`config.mk`:
```
export PLATFORM = sky130hd
export DESIGN_NAME = imem_loader
export DESIGN_NICKNAME = d
export VERILOG_FILES = /design/src/rtl/imem_loader_pkg.sv /design/src/rtl/imem_loader_word_assembler.sv /design/src/rtl/imem_loader.sv
export SDC_FILE = /design/constraint.sdc
export NUM_CORES = 1
export LEC_CHECK = 0
export CORE_MARGIN = 4
export CORE_UTILIZATION = 50
export DETAILED_ROUTE_END_ITERATION = 10
export GPL_ROUTABILITY_DRIVEN = 0
export PLACE_DENSITY = 0.8
export SETUP_SLACK_MARGIN = 0.5
export SLEW_MARGIN = 20
export SYNTH_ARGS = -nofsm -noshare
export SYNTH_HDL_FRONTEND = slang
export SYNTH_SLANG_ARGS = --single-unit
export TNS_END_PERCENT = 1
```
`constraint.sdc`:
```
create_clock -name clk -period 5.9 [get_ports clk]
set_input_delay 0.59 -clock clk [delete_from_list [all_inputs] [get_ports clk]]
set_output_delay 0.59 -clock clk [all_outputs]
set_load 0.03 [all_outputs]
```
`src/rtl/imem_loader_pkg.sv`:
```
// Shared types and constants for the instruction-memory program loader.
package imem_loader_pkg;

  typedef enum logic [2:0] {
    ST_HDR_HI = 3'd0,
    ST_HDR_LO = 3'd1,
    ST_LOAD   = 3'd2,
    ST_DONE   = 3'd3,
    ST_ERR    = 3'd4
  } state_e;

  localparam int HDR_BYTES      = 2;
  localparam int BYTES_PER_WORD = 4;

  // True when a header word count does not fit in a memory of 2^aw words.
  function automatic logic count_too_big(input logic [15:0] n, input int aw);
    return 32'(n) > (32'd1 << aw);
  endfunction

endpackage

```
`src/rtl/imem_loader_word_assembler.sv`:
```
// Packs an MSB-first byte stream into 32-bit words; flags the 4th byte.
module word_assembler
  import imem_loader_pkg::*;
(
  input  logic        clk,
  input  logic        rst,
  input  logic        i_clear,
  input  logic        i_byte_valid,
  input  logic [7:0]  i_byte,
  output logic        o_word_valid,
  output logic [31:0] o_word,
  output logic [1:0]  o_byte_idx
);

  logic [23:0] r_shift;
  logic [1:0]  r_idx;

  // Shift accepted bytes in and count position within the current word.
  always_ff @(posedge clk or posedge rst) begin
    if (rst) begin
      r_shift <= 24'd0;
      r_idx   <= 2'd0;
    end else if (i_clear) begin
      r_shift <= 24'd0;
      r_idx   <= 2'd0;
    end else if (i_byte_valid) begin
      r_shift <= {r_shift[15:0], i_byte};
      r_idx   <= r_idx + 2'd1;
    end
  end

  // The last byte completes the word combinationally so the top can register it.
  assign o_word_valid = i_byte_valid && (r_idx == 2'(BYTES_PER_WORD - 1));
  assign o_word       = {r_shift, i_byte};
  assign o_byte_idx   = r_idx;

endmodule

```
`src/rtl/imem_loader.sv`:
```
// Streams a length-prefixed program image into instruction memory and
// keeps the CPU in reset until the whole image has been written.
module imem_loader
  import imem_loader_pkg::*;
#(
  parameter int ADDR_WIDTH = 7
) (
  input  logic                  clk,
  input  logic                  reset,
  input  logic                  reload,
  input  logic                  in_valid,
  input  logic [7:0]            in_data,
  output logic                  in_ready,
  output logic                  im_we,
  output logic [ADDR_WIDTH-1:0] im_addr,
  output logic [31:0]           im_wdata,
  output logic                  cpu_reset,
  output logic                  done,
  output logic                  error
);

  state_e                r_state;
  state_e                w_state_next;
  logic [7:0]            r_cnt_hi;
  logic [15:0]           r_last_idx;
  logic [15:0]           r_word_idx;
  logic [ADDR_WIDTH-1:0] r_addr;
  logic                  r_we;
  logic [ADDR_WIDTH-1:0] r_im_addr;
  logic [31:0]           r_wdata;
  logic                  r_cpu_reset;
  logic                  r_done;
  logic                  r_error;

  logic                  w_accepting;
  logic                  w_xfer;
  logic [15:0]           w_count;
  logic                  w_too_big;
  logic                  w_load_byte;
  logic                  w_word_valid;
  logic [31:0]           w_word;
  logic [1:0]            w_byte_idx;
  logic                  w_last_word;

  assign w_accepting = (r_state == ST_HDR_HI) || (r_state == ST_HDR_LO) || (r_state == ST_LOAD);
  // reload wins over a simultaneous byte: the byte is simply not taken.
  assign in_ready    = w_accepting && !reload;
  assign w_xfer      = in_valid && in_ready;
  assign w_count     = {r_cnt_hi, in_data};
  assign w_too_big   = count_too_big(w_count, ADDR_WIDTH);
  assign w_load_byte = w_xfer && (r_state == ST_LOAD);
  assign w_last_word = w_word_valid && (r_word_idx == r_last_idx);

  word_assembler u_asm (
    .clk          (clk),
    .rst          (reset),
    .i_clear      (reload),
    .i_byte_valid (w_load_byte),
    .i_byte       (in_data),
    .o_word_valid (w_word_valid),
    .o_word       (w_word),
    .o_byte_idx   (w_byte_idx)
  );

  // Next-state decision for header parsing, payload loading and terminal states.
  always_comb begin
    w_state_next = r_state;
    if (reload) begin
      w_state_next = ST_HDR_HI;
    end else begin
      case (r_state)
        ST_HDR_HI: begin
          if (w_xfer) w_state_next = ST_HDR_LO;
          else        w_state_next = ST_HDR_HI;
        end
        ST_HDR_LO: begin
          if (!w_xfer)                w_state_next = ST_HDR_LO;
          else if (w_count == 16'd0)  w_state_next = ST_DONE;
          else if (w_too_big)         w_state_next = ST_ERR;
          else                        w_state_next = ST_LOAD;
        end
        ST_LOAD: begin
          if (w_last_word) w_state_next = ST_DONE;
          else             w_state_next = ST_LOAD;
        end
        ST_DONE: w_state_next = ST_DONE;
        ST_ERR:  w_state_next = ST_ERR;
        default: w_state_next = ST_HDR_HI;
      endcase
    end
  end

  // State register.
  always_ff @(posedge clk or posedge reset) begin
    if (reset) r_state <= ST_HDR_HI;
    else       r_state <= w_state_next;
  end

  // Header capture and word/address counters.
  always_ff @(posedge clk or posedge reset) begin
    if (reset) begin
      r_cnt_hi   <= 8'd0;
      r_last_idx <= 16'd0;
      r_word_idx <= 16'd0;
      r_addr     <= '0;
    end else if (reload) begin
      r_word_idx <= 16'd0;
      r_addr     <= '0;
    end else begin
      if ((r_state == ST_HDR_HI) && w_xfer) r_cnt_hi <= in_data;
      if ((r_state == ST_HDR_LO) && w_xfer) begin
        r_last_idx <= w_count - 16'd1;
        r_word_idx <= 16'd0;
        r_addr     <= '0;
      end
      if (w_word_valid) begin
        r_word_idx <= r_word_idx + 16'd1;
        r_addr     <= r_addr + ADDR_WIDTH'(1);
      end
    end
  end

  // Registered memory write port: one-cycle strobe, address/data hold afterwards.
  always_ff @(posedge clk or posedge reset) begin
    if (reset) begin
      r_we      <= 1'b0;
      r_im_addr <= '0;
      r_wdata   <= 32'd0;
    end else begin
      r_we <= w_word_valid;
      if (w_word_valid) begin
        r_im_addr <= r_addr;
        r_wdata   <= w_word;
      end
    end
  end

  // Status flags; cpu_reset trails done by one edge so memory is settled first.
  always_ff @(posedge clk or posedge reset) begin
    if (reset) begin
      r_done      <= 1'b0;
      r_error     <= 1'b0;
      r_cpu_reset <= 1'b1;
    end else if (reload) begin
      r_done      <= 1'b0;
      r_error     <= 1'b0;
      r_cpu_reset <= 1'b1;
    end else begin
      r_cpu_reset <= ~r_done;
      if ((r_state == ST_HDR_HI || r_state == ST_HDR_LO || r_state == ST_LOAD) &&
          (w_state_next == ST_DONE)) r_done <= 1'b1;
      if ((r_state == ST_HDR_LO) && (w_state_next == ST_ERR)) r_error <= 1'b1;
    end
  end

  assign im_we     = r_we;
  assign im_addr   = r_im_addr;
  assign im_wdata  = r_wdata;
  assign cpu_reset = r_cpu_reset;
  assign done      = r_done;
  assign error     = r_error;

endmodule

```
# After elaboration in Yosys (flattened, before gate mapping)

Index checks and enable logic that the tools add are counted.

Word-level logic and storage cells: 70
Bits in latches: 0
Memory bits (writable): 0
ROM bits: 0
Input bits: 12
Register bits after elaboration: 119
Output and inout port bits: 44
Memories kept: 0

Shift operators: 0
$lt $le $gt $ge: 1
Divide/modulo/power cells: 0
$mul: 0
Equality and inequality tests: 8
Reduce and logical (&&, ||, !) cells: 20
Muxes and demuxes: 22
Add/subtract/negate cells: 4
Bitwise operators: 2

Operators with widths:

| kind                                                 | number |
|---|---|
| 2-to-1 mux 16 bit                                    | 3 |
| 2-to-1 mux 24 bit                                    | 2 |
| 2-to-1 mux 7 bit                                     | 3 |
| adder 16 x 1 -> 16 bit (second input constant)       | 1 |
| == test 16 bit                                       | 1 |
| > comparator 16 x 8 -> 1 bit (second input constant) | 1 |
| zero test 16 bit                                     | 1 |
| subtractor 16 x 1 -> 16 bit (second input constant)  | 1 |
| one-hot mux 3 bit (5 select lines)                   | 1 |
| 2-to-1 mux 3 bit                                     | 4 |
| == test 3 x 2 -> 1 bit (second input constant)       | 3 |
| logical AND 1 bit                                    | 9 |
| adder 7 x 1 -> 7 bit (second input constant)         | 1 |
| 2-to-1 mux 1 bit                                     | 7 |
| == test 3 bit (second input constant)                | 2 |
| nonzero test 2 bit                                   | 3 |
| 2-to-1 mux 2 bit                                     | 2 |
| AND reduction 2 bit                                  | 2 |
| == test 3 x 1 -> 1 bit (second input constant)       | 1 |
| zero test 3 bit                                      | 1 |
| nonzero test 3 bit                                   | 1 |
| adder 2 x 1 -> 2 bit (second input constant)         | 1 |
| == test 2 bit (second input constant)                | 1 |
| logical OR 1 bit                                     | 2 |
| 2 further kinds                                      | 3 |

# Longest topological paths before layout

Gate-level depths: netlist of run 1.

Word-level depth: 15
Depth in mapped cells: 7
Gate-level depth less buffers: 7

# By module

From an unflattened synthesis of run 1, not the netlist that was laid out.

Cells, all modules: 481
Area total of the unflattened synthesis: 5,407.7 sq um

By module, submodules not included:

| module         | area each (sq um) | instances | cells an instance | sequential area each (sq um) |
|---|---|---|---|---|
| imem_loader    | 4,249.1           | 1         | 386               | 2,328.5 |
| word_assembler | 1,158.6           | 1         | 95                | 650.6 |

# Least setup slack after synthesis of run 1

No wires, ideal clock.

Path kind: input-to-reg
Start: input in_data[3]
End: register r_last_idx[15]
Setup slack: 3.674 ns
Library setup time: 0.126 ns
Required time: 5.774 ns
Cell stages on the path: 7
Data arrival time: 2.100 ns
Path buffers: 2
Cell sequence: buf_6 -> or4_4 -> buf_6 -> or3_4 -> nor3b_2 -> xnor2_1 -> o21ai_2

Longest elaborated chain between the ends: 1

RTL lines:

| element                     | RTL line           | RTL |
|---|---|---|
| start: declaration          | imem_loader.sv:12  | `input logic [7:0] in_data,` |
| subtractor 16 x 1 -> 16 bit | imem_loader.sv:112 | `r_last_idx <= w_count - 16'd1;` |
| end signal: assignment      | imem_loader.sv:112 |  |
| end: declaration            | imem_loader.sv:25  | `logic [15:0] r_last_idx;` |

No other way between the ends.
A chain may end at the register's enable or synchronous reset.

# Worst setup path in the final report of run 1

Start: input reload
End: output in_ready

Longest elaborated chain between the ends: 2

RTL lines:

| element            | RTL line          | RTL |
|---|---|---|
| start: declaration | imem_loader.sv:10 | `input logic reload,` |
| zero test 1 bit    | imem_loader.sv:47 | `assign in_ready = w_accepting && !reload;` |
| logical AND 1 bit  | imem_loader.sv:47 |  |
| end: declaration   | imem_loader.sv:13 | `output logic in_ready,` |

No other way between the ends.

==> results of run 1 <==
[metal layers]
metal / share of wire (%) / vias up / wire [um] / track usage, %
li1: - / 2016 / - / -
met1: 44 / 2039 / 5280 / 27.7
met2: 48 / 148 / 5730 / 31.8
met3: 5.9 / 23 / 711 / 5.51
met4: 2.2 / 0 / 267 / 7.30
met5: 0 / - / 0 / 0
[synthesized netlist by cell type, types with 2 or more instances]
cell	count	area, um2
nand2_1	199	747
clkbuf_1	25	93.8
nor3_1	6	30.0
dfrtp_1	118	2950
inv_1	7	26.3
nor2_1	15	56.3
nand2b_1	4	25.0
xnor2_1	23	201
nor4_1	6	37.5
and4_1	2	17.5
o31ai_1	3	22.5
a22o_1	2	17.5
buf_2	3	15.0
nand3_1	7	35.0
mux2_2	7	78.8
buf_1	2	7.51
or3_1	2	12.5
o21ai_2	3	26.3
xor2_1	9	78.8
and3_1	5	31.3
buf_6	2	22.5
and2_1	3	18.8
a31oi_1	5	31.3
nand4_1	12	75.1
a21oi_1	31	155
o21ai_0	50	250
ha_1	5	62.6
o21a_1	4	30.0
[sequential cells by signal, indices dropped and copies added (netlist names)]
name,flops
r_addr,7
r_word_idx,16
cpu_reset,1
u_asm.o_byte_idx,2
u_asm.r_shift,24
done,1
im_wdata,32
im_addr,7
im_we,1
r_state,3
error,1
r_last_idx,16
r_cnt_hi,8
[logic make-up (layout without fill, tap and decap cells)]
| kind of cell | after synthesis | after routing | synth area share, % |
|---|---|---|---|
| adders and majority gates | 5 | 5 | 1.17 |
| AOI/OAI and AO/OA | 104 | 104 | 10.8 |
| DFF | 119 | 119 | 55.9 |
| xor gates and xnor gates | 32 | 32 | 5.26 |
| buffers and inverters | 40 | 99 | 3.24 |
| muxes | 7 | 7 | 1.48 |
| and+or+nand+nor | 270 | 270 | 22.2 |
[area by class of cell]
cell class,count,area [um2],area share [%]
clock inverters,13,124,1.90
inverters,7,28.8,0.441
flip-flops and latches,119,2980,45.7
repair buffers,60,588,9.02
clock buffers,19,442,6.77
well taps,136,170,2.61
multi-input cells,418,2190,33.6
[stage by stage]
step	hold slack, ns	util (%)	cell area [um2]
after floorplan	0.439	-	5330
after global placement	0.454	57.4	5950
after detailed placement	0.459	57.4	5950
after CTS	0.475	62.8	6520
after global routing	0.489	62.9	6520
final	0.473	62.9	6520
[worst max-delay path by stage]
| stage | start | endpoint | slack [ns] | cells past startpoint |
|---|---|---|---|---|
| after floorplan | reset | done | 2.15 | 1 |
| after global placement | reload | r_word_idx[8] | 2.29 | 9 |
| after detailed placement | reload | r_word_idx[6] | 2.16 | 9 |
| after CTS | reload | r_word_idx[8] | 2.63 | 9 |
| after global routing | reload | r_word_idx[6] | 2.66 | 9 |
| final | reload | in_ready | 2.84 | 4 |
[report_power, final]
part / internal (mW) / switching, mW
Combinational: 0.0797 / 0.0931
Sequential: 0.872 / 0.0532
Clock: 0.583 / 0.382
Total: 1.53 / 0.529
[worst max-delay path, delay by kind of cell]
family                 cells  cell delay, ns
buffers and inverters      3            1.42
AOI/OAI and AO/OA          1            0.45
==> results_dict.tcl, run 1 <==
set metrics [dict create \
    outcome "finished, final reports clean" \
    rsz0062_at_grt "false" \
    nNetsFinal 640 \
    finClkSkew_ns 0.00693 \
    cts_setup_buffers 0 \
    slew_headroom_pct 37.2 \
    cp-end-kind "output port" \
    drc 0 \
    pwr_density_cell_nw_per_um2 316 \
    critPathKind "in2out" \
    start_util_pct 51.4 \
    hold_buffers 0 \
    min_period_ns 3.06 \
    cts_buffers 17 \
    worstSetupStartpointType "input pin" \
    setup_viol 0 \
    seq_area_frac_synth_pct 55.9 \
    fp.dieH_um 111 \
    grt_overflow_total 0 \
    path_max_fanout 33 \
    drtPass1Iterations 5 \
    min_path_type "reg2reg" \
    root_buffer "clkbuf_8" \
    period_share_pct 51.9 \
    ys_types 45 \
    layout-drive-gt1-share_pct 8.65 \
    die-area_um2 12400 \
    place_inst 740 \
    cp_slowest_cell "clkdlybuf4s50_1" \
    mostFrequentLayoutCells "199 x nand2_1, 118 x dfrtp_1, 55 x clkdlybuf4s50_1, 50 x o21ai_0, 31 x a21oi_1" \
    drt-initial-drc-count 309 \
    r2r_slack_ns 3.32 \
    cts.sinks 119 \
    fmax_mhz 327 \
    coreArea_um2 10400 \
    syn_area_um2 5330 \
    fillers 849 \
    ys.flop_type "dfrtp_1" \
    clock_latency_ns 0.52 \
    vias 4226 \
    hpwl_um 7660 \
    layout_commonest_cell "nand2_1" \
    setup_slack_ns 2.84 \
    min_from "im_wdata[29]" \
    worstMarginPinSlew_ns 0.942 \
    path_common_cell "clkdlybuf4s50_1" \
    cts_tree "done" \
    maxCapViolCount 0 \
    area_delta_synth_final_pct 22.3 \
    wl_um 12000 \
    crit_chain "clkdlybuf4s50_1 -> buf_4 -> a211oi_1 -> clkdlybuf4s50_1" \
    clock_path_buffers 2 \
    reg2regPathDepth 7 \
    final-max-slew-violation-count 0 \
    crit_required_ns 5.31 \
    post_drt_wl_per_cell_um 15.5 \
    grt_max_degree 73 \
    grt_antenna_before_repair 0 \
    port_buffers 55 \
    ys_warn_count 0 \
    cts_resized 0 \
    cts.reportedPaths.clkPinSlew_ns 0.06 \
    diodes 0 \
    min_to "im_wdata[29]" \
    critPathMaxStageDelay_ns 0.76 \
    total_power_mw 2.06 \
    grt_usage_pct 20.5 \
    io_pins 56 \
    postSynthAreaPerCell_um2 9.24 \
    dpl_worst_slack_ns 2.16 \
    ant_nets 0 \
    worstReg2RegStart "u_asm.o_byte_idx[0]" \
    hold_viol 0 \
    rr_endpoint "r_word_idx[8]" \
    fin_setup_tns_ns 0 \
    rows 37 \
    die_w_um 111 \
    p_leak_nw 2.95 \
    holdPathStages 2 \
    htreeDepth 4 \
    grt_pass1_wl_um 20600 \
    synth_async_sr_flop_share_pct 100 \
    grt_pass1_vias 4194 \
    netlist_instances 577 \
    crit_arrival_ns 2.47 \
    ys_ff_latch 119 \
    synth-edff-count 0 \
    final_cell_count_no_fill 772 \
    vias_per_cell 5.47 \
    synthesis.nets 594 \
    peakVddDrop_mv 0.164 \
]
Power figures use the tool's default switching activity.
==> inputs of run 2 (changes only) <==
Settings changed: PLACE_DENSITY 0.8 to 0.83.
Clock period 5.9 ns to 2.74 ns, I/O delays scaled along.
==> results_dict.tcl, run 2 (synthesis results as in run 1) <==
set metrics [dict create \
    outcome "finished, final reports clean" \
    port_buffers 55 \
    io_pins 56 \
    setup_viol 0 \
    worstMarginPinSlew_ns 0.819 \
    peakVddDrop_mv 0.412 \
    fin_setup_tns_ns 0 \
    final_cell_count_no_fill 776 \
    start_util_pct 51.4 \
    rr_endpoint "done" \
    reg2regPathDepth 5 \
    vias_per_cell 5.62 \
    min_path_type "in2async" \
    hold_viol 0 \
    diodes 0 \
    cts_buffers 17 \
    clkPwrFrac_pct 45.8 \
    rows 37 \
    drt-initial-drc-count 312 \
    grt_overflow_total 0 \
    grt_antenna_before_repair 0 \
    pwr_density_cell_nw_per_um2 667 \
    layout-drive-gt1-share_pct 9.22 \
    ant_nets 0 \
    wl_um 12600 \
    drtPass1Iterations 5 \
    grt_pass1_vias 4430 \
    vias 4363 \
    fp.dieH_um 111 \
    switching_power_mw 1.07 \
    period_share_pct 77.6 \
    worstReg2RegStart "r_cnt_hi[0]" \
    clock_path_buffers 2 \
    layout_commonest_cell "nand2_1" \
    path_max_fanout 6 \
    holdWs_ns 0.218 \
    grt_usage_pct 21.2 \
    worstSetupStartpointType "register" \
    seq_area_um2 2980 \
    crit_chain "or4_1 -> nand2b_1 -> nor3_1 -> o21ai_0 -> a32oi_1" \
    cts.sinks 119 \
    mostFrequentLayoutCells "199 x nand2_1, 118 x dfrtp_1, 54 x clkdlybuf4s50_1, 50 x o21ai_0, 31 x a21oi_1" \
    final-max-slew-violation-count 0 \
    place_inst 746 \
    slew_headroom_pct 45.4 \
    critPathTopFamily "simple AND/OR/NAND/NOR gates" \
    crit_start "r_cnt_hi[0]" \
    fmax_mhz 470 \
    htreeDepth 4 \
    cp-end-kind "register" \
    critPathMaxStageDelay_ns 0.65 \
    hpwl_um 8360 \
    swShare_pct 24.4 \
    combPwrFrac_pct 8.6 \
    r2r_slack_ns 0.61 \
    multi_input_area_um2 2190 \
    largest_reg_flops 32 \
    total_power_mw 4.37 \
    path_depth 5 \
    cts_tree "done" \
    die-area_um2 12400 \
    pwr-share-seq_pct 45.6 \
    crit_arrival_ns 2.56 \
    cp.buffers_inverters 0 \
    final_cell_area_um2 6550 \
    critPathKind "reg2reg" \
    die_w_um 111 \
    area_delta_synth_final_pct 22.9 \
    cts.reportedPaths.clkPinSlew_ns 0.06 \
    cp_slowest_cell "or4_1" \
    coreArea_um2 10400 \
    crit_required_ns 3.17 \
    root_buffer "clkbuf_8" \
    drc 0 \
    maxCapViolCount 0 \
    rsz0062_at_grt "false" \
    dpl-instance-area_um2 6010 \
    p_leak_nw 2.98 \
    p_int_mw 3.31 \
    min_period_ns 2.13 \
    nNetsFinal 646 \
    fillers 838 \
    post_drt_wl_per_cell_um 16.3 \
    finClkSkew_ns 0.00712 \
    clock_latency_ns 0.52 \
    grt_max_degree 64 \
    grt_pass1_wl_um 21100 \
    setup.worst_path.end "done" \
]
==> run 2: worst min-delay path by stage <==
stage	end
floorplan	im_wdata[2]
global placement	im_wdata[28]
detailed placement	im_wdata[27]
CTS	im_addr[1]
global route	im_wdata[24]
finish	im_addr[6]
==> run 2: stage by stage <==
step | worst slack (ns) | utilization, %
floorplan | 0.804 | -
global placement | 0.289 | 57.9
detailed placement | 0.144 | 57.9
CTS | 0.505 | 63.1
global route | 0.544 | 63.2
finish | 0.613 | 63.2
==> run 2: power by group through the flow <==
stage | clock, mW | combinational (mW) | sequential [mW]
2_1_floorplan | 0 | 0.279 | 1.99
3_3_place_gp | 0 | 0.356 | 2.02
3_5_place_dp | 0 | 0.376 | 2.03
4_1_cts | 2.02 | 0.379 | 2.00
5_1_grt | 2.12 | 0.422 | 2.01
6_report | 2.00 | 0.375 | 2.00
==> run 2: area by class of cell <==
cell class / count / share of cell area, %
multi-input combinational: 418 / 33.4
tap: 136 / 2.60
clock inverter: 9 / 1.18
clock buffer: 21 / 7.01
sequential: 119 / 45.5
timing repair buffer: 66 / 9.87
inverter: 7 / 0.458
==> run 2: metal layers <==
layer	track usage [%]	routed length, um	part of all wire [%]	up-vias
li1	-	-	-	2020
met4	8.03	245	1.9	0
met3	5.73	849	6.7	27
met2	35.6	6360	50	179
met5	0	0	0	-
met1	26.1	5170	41	2137
==> run 2: repair_timing <==
action	in CTS	in global routing
endpoints found under the setup margin	0	2
setup buffers	0	0
hold buffers	0	0
hold endpoints to repair	0	0
gates resized for setup	0	1
==> inputs of run 3 (changes only) <==
Settings changed: PLACE_DENSITY 0.83 to 0.8.
Clock period 2.74 ns to 2 ns, I/O delays scaled along.
==> results_dict.tcl, run 3 (synthesis results as in run 1) <==
set metrics [dict create \
    outcome "finished, final reports clean" \
    holdWs_ns 0.0669 \
    path_max_fanout 3 \
    final_cell_count_no_fill 814 \
    coreArea_um2 10400 \
    setup_viol 0 \
    grt_antenna_before_repair 0 \
    clock_path_buffers 2 \
    start_util_pct 51.4 \
    min_path_type "in2async" \
    period_share_pct 91.8 \
    grt_pass1_vias 4537 \
    cts.sinks 119 \
    grt_pass1_wl_um 22500 \
    wl_um 13500 \
    vias_per_cell 5.57 \
    critPathKind "reg2reg" \
    diodes 0 \
    final-max-slew-violation-count 0 \
    mostFrequentLayoutCells "199 x nand2_1, 118 x dfrtp_1, 50 x o21ai_0, 48 x clkdlybuf4s50_1, 38 x buf_4" \
    drt-initial-drc-count 352 \
    rsz0062_at_grt "true" \
    place_inst 772 \
    vias 4538 \
    grt_usage_pct 22.4 \
    slew_headroom_pct 68.0 \
    maxCapViolCount 0 \
    io_pins 56 \
    htreeDepth 4 \
    crit_required_ns 2.43 \
    switching_power_mw 1.66 \
    grt_overflow_total 0 \
    cts_tree "done" \
    drc 0 \
    swShare_pct 25.5 \
    pwr_density_cell_nw_per_um2 924 \
    ant_nets 0 \
    rows 37 \
    layout-drive-gt1-share_pct 15.5 \
    fin_setup_tns_ns 0 \
    crit_arrival_ns 2.27 \
    fp.dieH_um 111 \
    hpwl_um 8340 \
    die-area_um2 12400 \
    hold_viol 0 \
    drtPass1Iterations 4 \
    grt_max_degree 64 \
    die_w_um 111 \
    layout_commonest_cell "nand2_1" \
    final_cell_area_um2 7020 \
    combPwrFrac_pct 10.0 \
    fmax_mhz 544 \
    area_delta_synth_final_pct 31.6 \
    post_drt_wl_per_cell_um 16.6 \
    clkPwrFrac_pct 48.1 \
    largest_reg_flops 32 \
    port_buffers 55 \
    peakVddDrop_mv 0.500 \
    dpl-instance-area_um2 6230 \
    reg2regPathDepth 5 \
    pwr-share-seq_pct 41.9 \
    worstMarginPinSlew_ns 0.479 \
    root_buffer "clkbuf_8" \
    p_leak_nw 3.25 \
    cp-end-kind "register" \
    cts_buffers 17 \
    worstSetupStartpointType "register" \
    final_util_pct 67.7 \
    nNetsFinal 682 \
    cts.reportedPaths.clkPinSlew_ns 0.06 \
    finClkSkew_ns 0.00630 \
    clock_latency_ns 0.52 \
    p_int_mw 4.83 \
    min_period_ns 1.84 \
]
## run 3: cell types whose count changed in the layout (fill, tap and decap cells not counted), moves of 3 or more
cell | previous run | this run
buf_12 | 1 | 4
clkinv_4 | 0 | 3
inv_6 | 0 | 6
buf_4 | 10 | 38
dlygate4sd2_1 | 0 | 6
clkdlybuf4s50_1 | 54 | 48
clkinv_2 | 5 | 0
## run 3: path summary, 6_finish.rpt
check | from | to | slack (ns)
worst max-delay path | r_cnt_hi[2] | done | 0.16
worst min-delay path | reset | im_wdata[30] | 0.07
worst max register to register | r_cnt_hi[2] | done | 0.16
worst min register to register | im_addr[0] | im_addr[0] | 0.47
max in group asynchronous | reset | cpu_reset | 1.30
min in group clk | in_data[1] | u_asm.r_shift[1] | 0.38
## run 3: cell type report
type	count	area (um2)
clock buffers	18	418
well taps	136	170
repair buffers	101	971
flip-flops and latches	119	2980
inverters	7	30.0
clock inverters	14	188
fillers	770	3350
multi-input cells	419	2260
## run 3: timing repair
action                                  in CTS  in global routing
setup buffers                                8                  0
resized for setup                           20                  4
hold buffers                                 0                  0
cloned                                       1                  1
pin swaps                                    5                  4
endpoints found under the hold margin        0                  0
endpoints found under the setup margin     125                147
## run 3: worst max-delay path, cell delays in order (launching register included)
cell and delay, ns:
dfrtp_1 0.38, or4_4 0.55, nand2b_4 0.19, nor4_4 0.25, o211ai_1 0.16, a32oi_1 0.22
## run 3: metal layers
metal,routed length [um],track usage [%],vias up
met5,0,0,-
met4,341,9.16,0
met3,724,4.80,36
met2,6800,36.3,169
met1,5610,29.3,2223
li1,-,-,2110
## run 3: per-stage QoR
step	total power [mW]	setup slack, ns
after floorplan	3.12	0.190
after global placement	3.31	-0.337
after detailed placement	3.35	-0.219
after CTS	6.51	0.212
after global routing	6.73	0.0548
final	6.48	0.163
## run 3: power by group through the flow
stage                     clock network, mW  registers [mW]  logic [mW]
after global placement                    0            2.74       0.576
after floorplan                           0            2.73       0.387
after CTS                              3.14            2.72       0.647
after detailed placement                  0            2.75       0.595
after global routing                   3.28            2.73       0.721
final                                  3.12            2.72       0.648
